===== src/rtl/demux1x2_pkg.sv =====
// Shared constants for the 1-to-2 stream demux.
// Channel tags, FIFO depth and the default data width live here.
package demux1x2_pkg;

    localparam int WIDTH_DEF = 8;

    localparam logic CH_A = 1'b0;
    localparam logic CH_B = 1'b1;

    localparam int FIFO_DEPTH = 2;
    localparam int OCC_W = 2;
    localparam int CNT_W = 8;

    typedef logic [OCC_W-1:0] occ_t;
    typedef logic [CNT_W-1:0] cnt_t;

    function automatic logic occ_full(input occ_t occ);
        return occ == occ_t'(FIFO_DEPTH);
    endfunction

    function automatic logic occ_empty(input occ_t occ);
        return occ == '0;
    endfunction

endpackage


===== src/rtl/demux_chan_fifo.sv =====
// Two-entry per-channel FIFO; head word is registered storage.
// Push is ignored when full, pop is ignored when empty.
module demux_chan_fifo
    import demux1x2_pkg::*;
#(
    parameter int WIDTH = WIDTH_DEF
) (
    input  logic             clk,
    input  logic             rst,
    input  logic             push,
    input  logic             pop,
    input  logic [WIDTH-1:0] din,
    output logic [WIDTH-1:0] dout,
    output logic             full,
    output logic             empty,
    output occ_t             occ
);

    logic [WIDTH-1:0] mem [FIFO_DEPTH];
    logic             rd_ptr;
    logic             wr_ptr;
    occ_t             occ_q;
    logic             do_push;
    logic             do_pop;

    assign full    = occ_full(occ_q);
    assign empty   = occ_empty(occ_q);
    assign occ     = occ_q;
    assign do_push = push && !full;
    assign do_pop  = pop && !empty;
    assign dout    = mem[rd_ptr];

    always_ff @(posedge clk) begin
        if (rst) begin
            for (int i = 0; i < FIFO_DEPTH; i++) begin
                mem[i] <= '0;
            end
            rd_ptr <= 1'b0;
            wr_ptr <= 1'b0;
        end else begin
            if (do_push) begin
                mem[wr_ptr] <= din;
                wr_ptr      <= ~wr_ptr;
            end
            if (do_pop) begin
                rd_ptr <= ~rd_ptr;
            end
        end
    end

    // push+pop together leaves occupancy unchanged
    always_ff @(posedge clk) begin
        if (rst) begin
            occ_q <= '0;
        end else begin
            unique case ({do_push, do_pop})
                2'b10:   occ_q <= occ_q + occ_t'(1);
                2'b01:   occ_q <= occ_q - occ_t'(1);
                default: occ_q <= occ_q;
            endcase
        end
    end

endmodule


===== src/rtl/demux1x2_stream.sv =====
// Routes each accepted word to channel A or B by in_sel.
// Each channel buffers in its own FIFO and counts accepted words.
module demux1x2_stream
    import demux1x2_pkg::*;
#(
    parameter int WIDTH = WIDTH_DEF
) (
    input  logic             clk,
    input  logic             rst,
    input  logic             in_valid,
    output logic             in_ready,
    input  logic [WIDTH-1:0] in_data,
    input  logic             in_sel,
    output logic             a_valid,
    input  logic             a_ready,
    output logic [WIDTH-1:0] a_data,
    output logic             b_valid,
    input  logic             b_ready,
    output logic [WIDTH-1:0] b_data,
    output logic [7:0]       a_cnt,
    output logic [7:0]       b_cnt
);

    logic a_full;
    logic b_full;
    logic a_empty;
    logic b_empty;
    logic a_push;
    logic b_push;
    logic accept;
    occ_t a_occ;
    occ_t b_occ;
    logic unused_occ;

    assign unused_occ = ^{a_occ, b_occ};

    always_comb begin
        in_ready = 1'b0;
        if (!rst) begin
            in_ready = (in_sel == CH_B) ? !b_full : !a_full;
        end
    end

    assign accept = in_valid && in_ready;
    assign a_push = accept && (in_sel == CH_A);
    assign b_push = accept && (in_sel == CH_B);

    assign a_valid = !a_empty;
    assign b_valid = !b_empty;

    demux_chan_fifo #(.WIDTH(WIDTH)) u_chan_a (
        .clk   (clk),
        .rst   (rst),
        .push  (a_push),
        .pop   (a_ready),
        .din   (in_data),
        .dout  (a_data),
        .full  (a_full),
        .empty (a_empty),
        .occ   (a_occ)
    );

    demux_chan_fifo #(.WIDTH(WIDTH)) u_chan_b (
        .clk   (clk),
        .rst   (rst),
        .push  (b_push),
        .pop   (b_ready),
        .din   (in_data),
        .dout  (b_data),
        .full  (b_full),
        .empty (b_empty),
        .occ   (b_occ)
    );

    always_ff @(posedge clk) begin
        if (rst) begin
            a_cnt <= '0;
            b_cnt <= '0;
        end else begin
            if (a_push) a_cnt <= a_cnt + 8'd1;
            if (b_push) b_cnt <= b_cnt + 8'd1;
        end
    end

endmodule

===== config.mk =====
export PLATFORM = sky130hd
export DESIGN_NAME = demux1x2_stream
export DESIGN_NICKNAME = d
export VERILOG_FILES = /design/src/rtl/demux1x2_pkg.sv /design/src/rtl/demux_chan_fifo.sv /design/src/rtl/demux1x2_stream.sv
export SDC_FILE = /design/constraint.sdc
export NUM_CORES = 1
export LEC_CHECK = 0
export BUFFER_PORTS_ARGS = -buffer_cell sky130_fd_sc_hd__clkbuf_2
export CAP_MARGIN = 20
export CORE_UTILIZATION = 55
export CTS_CLUSTER_DIAMETER = 30
export DETAILED_ROUTE_END_ITERATION = 10
export PLACE_DENSITY_LB_ADDON = 0.12
export REMOVE_ABC_BUFFERS = 1
export SLEW_MARGIN = 20
export SYNTH_ARGS = -nofsm -noshare
export SYNTH_HDL_FRONTEND = slang
export SYNTH_SLANG_ARGS = --single-unit

===== constraint.sdc =====
create_clock -name clk -period 2.8 [get_ports clk]
set_input_delay 0.56 -clock clk [delete_from_list [all_inputs] [get_ports clk]]
set_output_delay 0.56 -clock clk [all_outputs]
set_load 0.02 [all_outputs]

==> impl_metrics.py <==
metrics = {
    "global_route": {
        "grt_pass1_vias": 1749,
        "grt_overflow": 0,
        "grt_pass1_wl_mm": 8.54,
        "grt_max_degree": 19,
        "antenna_found_initial": 0,
        "grt_use_total": 0.227,
    },
    "clock_network": {
        "cts_hold_buffers": 0,
        "cts_made_buffers": 9,
        "clockBufferDepth": 2,
        "insertion_delay_ps": 330,
        "ctsResizeCount": 0,
        "cts_tree": "yes",
        "htree_levels": 3,
        "cts_setup_buffers": 0,
        "root_buffer": "clkbuf_8",
        "clk_pin_slew_ps": 60,
        "cts.sink_count": 58,
    },
    "die": {
        "dieArea_mm2": 0.00499,
        "dieWidth_um": 70.7,
        "coreArea_mm2": 0.00444,
        "start_util": 0.584,
        "die_h_um": 70.7,
        "rows": 24,
        "ioPinCount": 49,
    },
    "timing": {
        "rsz0062_at_grt": "no",
        "min_period_over_period": 0.762,
        "timing.final.crit_period_ps": 2130,
        "setup_viol": 0,
        "slew_headroom": 0.653,
        "tightest_slew_ps": 519,
        "hold_viol_final": 0,
        "drv_slew": 0,
        "fmax_mhz": 469,
        "final.setup.tns_ps": 0,
        "fin_worst_skew_ps": 9.76,
    },
    "yosys": {
        "netlist_instances": 226,
        "synth_area_per_cell_um2": 11.5,
        "netlist_area_mm2": 0.00259,
        "synth_top_area_share": 0.370,
        "ys_types": 33,
        "synth_edf_count": 32,
        "synth-seq-cells": 58,
        "synth_top_cell_by_area": "edfxtp_1",
        "ys_seq_area_frac": 0.571,
        "synthArstFlopShare": 0,
        "synth_ff_type": "edfxtp_1",
        "ys_top_cells_by_area": "edfxtp_1 (37%), dfxtp_1 (20%), mux2_2 (6.9%), xnor2_1 (4.7%), and2_1 (4.3%)",
        "ys_warn_count": 0,
    },
    "place": {
        "portBuffers": 48,
        "dp_cells": 322,
        "gp_congestion": 0.748,
        "detailed_place_hpwl_mm": 3.34,
    },
    "final_layout": {
        "stdcell_count": 338,
        "num-nets-final": 299,
        "fillers": 356,
        "area_growth_pct": 20.2,
        "drive_gt1_frac": 0.325,
        "n_antenna_cell": 0,
    },
    "worst_setup_path": {
        "path_class": "reg -> out",
        "worstPathRequired_ps": 2240,
        "start_kind": "register",
        "arrival_ps": 1570,
        "r2r_cells": 6,
        "worstPathMaxFanout": 6,
        "endpoint_kind": "output port",
    },
    "drt": {
        "routed_wl_mm": 4.92,
        "drt-pass1-iter-count": 8,
        "num_vias": 1840,
        "routed_via_density": 5.44,
        "first_iter_violations": 142,
        "antenna_left": 0,
        "drc_errors": 10,
        "wl_per_cell_um": 14.6,
    },
    "power_and_ir_drop": {
        "powerDensity_mw_per_mm2": 686,
        "cellLeakagePower_nw": 1.34,
        "ir_worst_vdd_mv": 0.360,
        "p_total_mw": 2.14,
    },
    "status": {
        "violations": "design-rule violations",
        "outcome": "finished, violations left",
    },
    "run": {
        "maxCapViolations": 0,
    },
    "worst_hold_path": {
        "hold_depth": 2,
        "min_path_type": "reg -> reg",
    },
}
[metrics by stage]
stage	utilization	hold slack [ps]	cell area, µm²	setup slack (ps)
finish	0.701	495	3120	666
global route	0.701	511	3120	487
CTS	0.701	492	3120	650
detailed placement	0.654	483	2910	667
global placement	0.654	473	2910	755
floorplan	-	456	2560	704
[cell usage after synthesis, drive strengths merged (5+ instances only)]
master,count
edfxtp,32
dfxtp,26
nor2,23
and2,18
and3,18
mux2,16
xnor2,14
clkbuf,9
a21oi,7
nand2,5
nand3,5
or2,5
[power by group]
group	leakage, nW	internal (mW)	switching [mW]
Combinational	0.690	0.139	0.177
Clock	0.106	0.496	0.325
Sequential	0.544	0.952	0.0490
Total	1.34	1.59	0.551
[layout by cell type, fill, tap and decap left out, types with 7 or more instances in the layout]
master,n
and3_1,18
a21oi_1,7
xnor2_1,14
mux2_2,16
dfxtp_1,26
clkbuf_2,48
and2_1,18
edfxtp_1,32
clkbuf_8,9
nor2_1,23
[worst paths after layout]
check	startpoint	to	slack, ps
hold reg to reg	a_cnt[7]	a_cnt[7]	490
setup / recovery	u_chan_a.occ[1]	in_ready	670
hold / removal	a_cnt[7]	a_cnt[7]	490
setup reg to reg	u_chan_b.occ[1]	u_chan_b.occ[1]	940
[flip-flops by register name, summed over array words and instances (netlist names), named ones only]
name and count:
u_chan_b.rd_ptr 1, u_chan_b.occ 2, u_chan_a.occ 2, u_chan_b.mem 16, b_cnt 8, u_chan_b.wr_ptr 1
a_cnt 8, u_chan_a.mem 16, u_chan_a.rd_ptr 1, u_chan_a.wr_ptr 1
[kinds of logic (layout without fill, tap and decap cells)]
logic type	after synthesis	count (layout)	share of synthesized area
AO/OA/AOI/OAI	16	16	0.0357
XOR/XNOR	17	17	0.0574
adder cells (fa/ha/maj)	4	4	0.0193
buffers and inverters	13	73	0.0188
flip-flops	58	58	0.571
multiplexers	18	18	0.0772
AND/OR/NAND/NOR	100	100	0.220
[layer usage]
layer	vias to the layer above	GRT usage	part of all wire	wire length, µm
met5	-	0	0	0
met4	0	0.127	0.018	87
met3	7	0.0413	0.045	220
met2	50	0.378	0.50	2470
met1	876	0.281	0.44	2140
li1	907	-	-	-
[critical path, cell delays in order (launching register included)]
cell and delay (ps):
dfxtp_1 370, nor2b_1 470, nor2_1 80, a21oi_1 130, nor2_1 50, clkbuf_2 150
[area by class of cell]
cell class                      count  area [µm²]  share of cell area
Clock buffer                       10         128              0.0409
Clock inverter                      6        82.6              0.0265
Inverter                            3        11.3             0.00361
Multi-Input combinational cell    155        1060               0.341
Sequential cell                    58        1480               0.475
Tap cell                           52        65.1              0.0209
Timing Repair Buffer               54         285              0.0915
(Power assumes the default switching activity.)
